<file path="src/rtl/alu_unit.sv">
// alu_unit: two-stage pipelined RV32I integer / branch-compare execution unit.
// Stage 1 registers the issued operation, stage 2 registers the broadcast result,
// so nothing on the result bus is ever combinational from an input.
module alu_unit #(
  parameter int ROB_W  = 4,
  parameter int TYPE_W = 4
) (
  input  logic              clk,
  input  logic              rst,
  input  logic              rdy,
  input  logic              clear,
  input  logic              rs_shot,
  input  logic [31:0]       alu_r1,
  input  logic [31:0]       alu_r2,
  input  logic [ROB_W-1:0]  alu_rob_id,
  input  logic [TYPE_W-1:0] alu_work_type,
  output logic              result_ready,
  output logic [ROB_W-1:0]  result_rob_id,
  output logic [31:0]       result_value
);

  typedef enum logic [3:0] {
    OP_ADD  = 4'd0,
    OP_SUB  = 4'd1,
    OP_SLL  = 4'd2,
    OP_SLT  = 4'd3,
    OP_SLTU = 4'd4,
    OP_XOR  = 4'd5,
    OP_SRL  = 4'd6,
    OP_SRA  = 4'd7,
    OP_OR   = 4'd8,
    OP_AND  = 4'd9,
    OP_BEQ  = 4'd10,
    OP_BNE  = 4'd11,
    OP_BLT  = 4'd12,
    OP_BGE  = 4'd13,
    OP_BLTU = 4'd14,
    OP_BGEU = 4'd15
  } alu_op_e;

  logic              s1_valid;
  logic [31:0]       s1_r1;
  logic [31:0]       s1_r2;
  logic [ROB_W-1:0]  s1_rob_id;
  logic [TYPE_W-1:0] s1_type;

  alu_op_e     op;
  logic        type_in_range;
  logic [4:0]  shamt;
  logic        signed_lt;
  logic        unsigned_lt;
  logic        equal;
  logic [31:0] next_value;

  assign op            = alu_op_e'(s1_type[3:0]);
  assign type_in_range = ((s1_type >> 4) == '0);
  assign shamt         = s1_r2[4:0];
  assign signed_lt     = ($signed(s1_r1) < $signed(s1_r2));
  assign unsigned_lt   = (s1_r1 < s1_r2);
  assign equal         = (s1_r1 == s1_r2);

  // Result function evaluated on stage-1 contents; encodings above 15 yield zero.
  always_comb begin
    next_value = 32'd0;
    case (op)
      OP_ADD:  next_value = s1_r1 + s1_r2;
      OP_SUB:  next_value = s1_r1 - s1_r2;
      OP_SLL:  next_value = s1_r1 << shamt;
      OP_SLT:  next_value = {31'd0, signed_lt};
      OP_SLTU: next_value = {31'd0, unsigned_lt};
      OP_XOR:  next_value = s1_r1 ^ s1_r2;
      OP_SRL:  next_value = s1_r1 >> shamt;
      OP_SRA:  next_value = 32'($signed(s1_r1) >>> shamt);
      OP_OR:   next_value = s1_r1 | s1_r2;
      OP_AND:  next_value = s1_r1 & s1_r2;
      OP_BEQ:  next_value = {31'd0, equal};
      OP_BNE:  next_value = {31'd0, ~equal};
      OP_BLT:  next_value = {31'd0, signed_lt};
      OP_BGE:  next_value = {31'd0, ~signed_lt};
      OP_BLTU: next_value = {31'd0, unsigned_lt};
      OP_BGEU: next_value = {31'd0, ~unsigned_lt};
      default: next_value = 32'd0;
    endcase
    if (!type_in_range) begin
      next_value = 32'd0;
    end
  end

  // Both pipeline stages advance together on enabled edges; a flush kills both valid bits
  // and discards the op being issued, while payloads just hold since consumers ignore them.
  always_ff @(posedge clk or negedge rst) begin
    if (!rst) begin
      s1_valid      <= 1'b0;
      s1_r1         <= 32'd0;
      s1_r2         <= 32'd0;
      s1_rob_id     <= '0;
      s1_type       <= '0;
      result_ready  <= 1'b0;
      result_rob_id <= '0;
      result_value  <= 32'd0;
    end else if (rdy) begin
      if (clear) begin
        s1_valid     <= 1'b0;
        result_ready <= 1'b0;
      end else begin
        s1_valid      <= rs_shot;
        s1_r1         <= alu_r1;
        s1_r2         <= alu_r2;
        s1_rob_id     <= alu_rob_id;
        s1_type       <= alu_work_type;
        result_ready  <= s1_valid;
        result_rob_id <= s1_rob_id;
        result_value  <= next_value;
      end
    end
  end

endmodule

</file>
<file path="config.mk">
export PLATFORM = sky130hd
export DESIGN_NAME = alu_unit
export DESIGN_NICKNAME = d
export VERILOG_FILES = /design/src/rtl/alu_unit.sv
export SDC_FILE = /design/constraint.sdc
export NUM_CORES = 1
export LEC_CHECK = 0
export ABC_AREA = 0
export BUFFER_PORTS_ARGS = -buffer_cell sky130_fd_sc_hd__buf_2
export CAP_MARGIN = 20
export CORE_AREA = 2 2 156 158
export CTS_CLUSTER_DIAMETER = 120
export DETAILED_ROUTE_END_ITERATION = 8
export DIE_AREA = 0 0 158 160
export GPL_TIMING_DRIVEN = 0
export PLACE_DENSITY_LB_ADDON = 0.08
export SYNTH_ARGS = -nofsm -noshare
export SYNTH_HDL_FRONTEND = slang
export SYNTH_SLANG_ARGS = --single-unit
export TNS_END_PERCENT = 5
</file>
<file path="constraint.sdc">
create_clock -name clk -period 4.48 [get_ports clk]
set_input_delay 0.896 -clock clk [delete_from_list [all_inputs] [get_ports clk]]
set_output_delay 0.896 -clock clk [all_outputs]
set_load 0.02 [all_outputs]
</file>
Word level (Yosys, flattened, before mapping)

Index checks and enable logic that the tools add are counted.
Widths: inputs -> output; s select.

Equal/unequal tests: 16
Add/sub/neg operators: 2
Shift operators: 3
Bitwise logic cells: 7
$lt $le $gt $ge: 2
Reduce and logical (&&, ||, !) cells: 4
Multiplexer cells: 3

Operators with widths:

| kind               | count |
|---|---|
| $pmux 32 s14       | 1 |
| $lt 32x32->1       | 2 |
| $add 32x32->32     | 1 |
| $and 32x32->32     | 1 |
| $eq 32x32->1       | 1 |
| $eq 4x4->1 const B | 8 |
| $or 32x32->32      | 1 |
| $shl 32x5->32      | 1 |
| $shr 32x5->32      | 1 |
| $sshr 32x5->32     | 1 |
| $sub 32x32->32     | 1 |
| $xor 32x32->32     | 1 |
| $eq 4x3->1 const B | 4 |
| $eq 4x2->1 const B | 2 |
| $eq 4x1->1 const B | 1 |
| $logic_not 4->1    | 1 |
| $not 1->1          | 4 |
| $reduce_or 2->1    | 2 |
| $mux 1             | 2 |
| $reduce_and 2->1   | 1 |

Bits in registers: 110
Word-level logic and storage cells: 45
Output and inout port bits: 37
Bits of input ports: 77

Logic depth before layout (Yosys ltp)

Depth after elaboration: 3
Depth in mapped cells: 17

Least setup slack after synthesis

Ideal clock, no wire load.

Path kind: register -> register
Start point: register s1_r2[2]
End point: register result_value[31]
Library setup time: 126 ps
Setup slack: 668 ps
Buffers on the path: 5
Stages on the path, launching flop included: 17
Arrival: 3,686 ps
Path through: dfrtp_1 buf_2 inv_2 buf_2 buf_2 buf_1 ha_1 buf_2 nor2b_1 a311o_1 a21oi_2 a211oi_1 o21ai_0 o21ai_0 xor2_1 a221o_1 a221o_1

Longest elaborated chain between the ends: 2
Elaborated cells on any way between the ends: 6
Those cells by class: add/sub: 2; shift: 3; mux: 1

RTL lines:

| what                                         | RTL line | source |
|---|---|---|
| start, declared                              | 43       | `logic [31:0] s1_r2;` |
| start signal, assigned                       | 108      | `s1_r2 <= alu_r2;` |
| $sub 32x32->32, or another cell as far along | 67       | `OP_SUB: next_value = s1_r1 - s1_r2;` |
| $pmux 32 s14 (*)                             | 65       | `case (op)` |
| end signal, assigned                         | 113      | `result_value <= next_value;` |
| end, declared                                | 19       | `output logic [31:0] result_value` |

Every way passes the cells marked *; elsewhere a longest branch is shown, timed or not.
A chain may end at the register's enable or synchronous reset.

Worst setup path in the final report

Start point: register s1_r2[0]
End point: register result_value[31]

The elaborated chain is that of the path after synthesis.

==> run metrics <==
status finished, violations left; violated checks negative setup slack; Bufs on Longest Clock Path 2; pin count of the biggest net entering global routing 58; Final min period 4.63 ns; EDFF count, synth 0; #FFs+latches synth 110; total gr overflow 0; GPL Wtd Cong 1.16; drt first-iter violations 2314; Post-Syn Area per Cell 7.77 sq um; Crit. End Element flop; first-pass GRT wire length 93300 microns; post-synth cell types 85; clock latency on the worst-skew pair 0.38 ns; GRT Total Usage 50.5%; fmax 216 MHz; Reg clk slew, reported paths 0.09 ns; largest area contributor in the netlist dfrtp_1; critical path type reg2reg; Die Width 158 microns; Clock Sinks 110; Min Hold Slack 0.479 ns; port bufs 113; crit path max-delay cell type mux2i_1; Area contributors post-synth dfrtp_1 (22%), ha_1 (9.5%), o21ai_0 (6.7%); Most used DFF post-synth dfrtp_1; Final setup viols 2; RSZ-0062 raised after global routing yes; ys async rst share 100%; r2r worst-path depth 9; drt via density 7.21; Crit path depth 9; Worst setup endpoint result_value[31]; hpwl dp 49600 microns; Synth top area share 21.6%; synthesized area 0.0127 sq mm; R2R Setup Slk -0.15 ns; power per cell area 411 mW/mm^2; Final Routed Wirelength 63700 microns; CTS buffer count 9; io pins 114; Die Ht 160 microns; CTS tree yes; HP Class in2async; Slew @ Worst Pin 1.21 ns; yosys warns 0; R2R Path Start s1_r2[0]; CP Launch Type flop; CP Cell Sequence buf_6 -> buf_12 -> mux2_2 -> mux2i_1 -> a21oi_1 -> mux2i_1 -> o21ai_0 -> a221o_1 -> a221o_1; Core Area 0.0238 sq mm; Synth Net Count 1813; Bufs and invs on worst path 2; Critical Path AT 4.89 ns; fin nets 1936; Die ar. 0.0253 sq mm; Syn-to-layout area delta 10.6%; Final Cycle Share 103%; sequential share of the synthesized area 21.6%; synthesized instance count 1637; Worst Setup Slack, final -0.147 ns; Fin. Hold Viols 0; CP top delay family compound AO/OA/AOI/OAI gates; DRC 0; antenna-violating nets left 0; # rows 57; hold-fix buffers at CTS 0; First-pass DRT Iterations 9; layout cells sized above 1 13.3%; DR vias 15100; CTS root buffer clkbuf_16; Placed Area 0.0137 sq mm; max_cap viols 0; vias in the first global route 14500; CP Data Required Time 4.74 ns; CP startpoint s1_r2[0]; r2r endpoint result_value[31]; Slew Viols, Final 0; P_leak 6.06 nW; overall power 5.78 mW; worst vdd ir 0.210 mV; CTS H-tree depth 3; CP peak stage delay 0.71 ns; Starting Density 53.4%; CP Max Fanout 10; post-layout instance area 0.0141 sq mm; clock skew 0.0178 ns; initial antenna violation count 2; WL per Instance 30.5 microns; Slew headroom 18.9%
[worst min path at each step]
stage | to | slack [ns] | cells after the start
after floorplan | result_rob_id[0] | 0.44 | 2
after global placement | result_rob_id[0] | 0.45 | 2
after detailed placement | result_rob_id[1] | 0.46 | 2
after CTS | s1_rob_id[3] | 0.49 | 2
after global routing | s1_rob_id[1] | 0.52 | 2
final | s1_r1[26] | 0.48 | 1
[layout by cell type (no fill, tap or decap), types with 23 or more instances in the layout]
master    netlist  routed
a21oi_1       130     130
buf_2          30     141
clkbuf_1       68      66
dfrtp_1       110     110
ha_1           97      97
inv_1          97      96
mux2i_1        42      42
nand2_1       204     204
nand3_1        23      23
nor2_1        180     180
nor3_1         28      27
o211ai_1       24      24
o21ai_0       169     167
[timing repair]
item / 4_1_cts / 5_1_grt
buffers inserted: 1 / 0
endpoints found under the setup margin: 22 / 7
resized for setup: 5 / 6
[cells by family (layout without fill, tap and decap cells)]
| group | Yosys count | after routing | synth area share [%] |
|---|---|---|---|
| AO/OA/AOI/OAI | 568 | 568 | 28.9 |
| XOR/XNOR | 20 | 20 | 1.38 |
| multiplexers | 95 | 95 | 12.5 |
| adder cells (fa/ha/maj) | 99 | 99 | 9.86 |
| buffers and inverters | 224 | 352 | 7.85 |
| flip-flops | 110 | 110 | 21.6 |
| other | 0 | 1 | 0 |
| AND/OR/NAND/NOR | 521 | 521 | 17.9 |
[sequential cells by signal, indices dropped and copies added (netlist names)]
signal,count
result_value,32
s1_r1,32
s1_r2,32
op,4
result_rob_id,4
s1_rob_id,4
result_ready,1
s1_valid,1
[per-layer routing]
| metal | share of wire (%) | up-vias | global-route usage, % |
|---|---|---|---|
| met2 | 40 | 1440 | 71.0 |
| met3 | 15 | 404 | 16.6 |
| met5 | 0.020 | - | 0 |
| li1 | - | 6267 | - |
| met1 | 35 | 6961 | 64.0 |
| met4 | 9.8 | 2 | 37.5 |
[synth_stat cells, drive strengths merged (18+ instances only)]
cell and n:
a211oi 18, mux2i 42, nor3 29, nand2 204
a221oi 20, o31ai 20, a31oi 19, xnor2 18
ha 97, inv 99, o211ai 25, o21ai 173
dfrtp 110, mux4 44, nor2 180, nand3 24
buf 55, a21oi 132, clkbuf 69
[area by class of cell]
| type | count | area, sq um |
|---|---|---|
| flip-flops and latches | 110 | 2750 |
| multi-input cells | 1303 | 9000 |
| fillers | 2238 | 9750 |
| clock inverters | 6 | 63.8 |
| diodes | 1 | 2.50 |
| well taps | 324 | 405 |
| plain buffers | 120 | 619 |
| inverters | 100 | 379 |
| clock buffers | 10 | 229 |
| repair buffers | 116 | 614 |
[worst reg2reg max path: stages, from the launching register on]
cell	delay [ns]
dfrtp_1	0.43
buf_6	0.19
buf_12	0.16
mux2_2	0.45
mux2i_1	0.71
a21oi_1	0.50
mux2i_1	0.69
o21ai_0	0.47
a221o_1	0.54
a221o_1	0.37
[report_power, final]
group | internal [mW] | switching, mW | leakage [nW]
Clock | 0.397 | 0.477 | 0.140
Sequential | 1.17 | 0.259 | 1.34
Combinational | 1.14 | 2.33 | 4.58
Total | 2.71 | 3.07 | 6.06
[per-stage QoR]
| stage | setup slack, ns | util [%] | cells | setup TNS, ns |
|---|---|---|---|---|
| floorplan | 0.668 | - | 1637 | 0 |
| global placement | -0.979 | 57.5 | 2074 | -9.07 |
| detailed placement | -0.942 | 57.7 | 2076 | -8.95 |
| CTS | 0.0348 | 58.9 | 2089 | 0 |
| global route | -0.0121 | 59.0 | 2089 | -0.0121 |
| finish | -0.147 | 59.1 | 2090 | -0.179 |
Power figures use the tool's default switching activity.
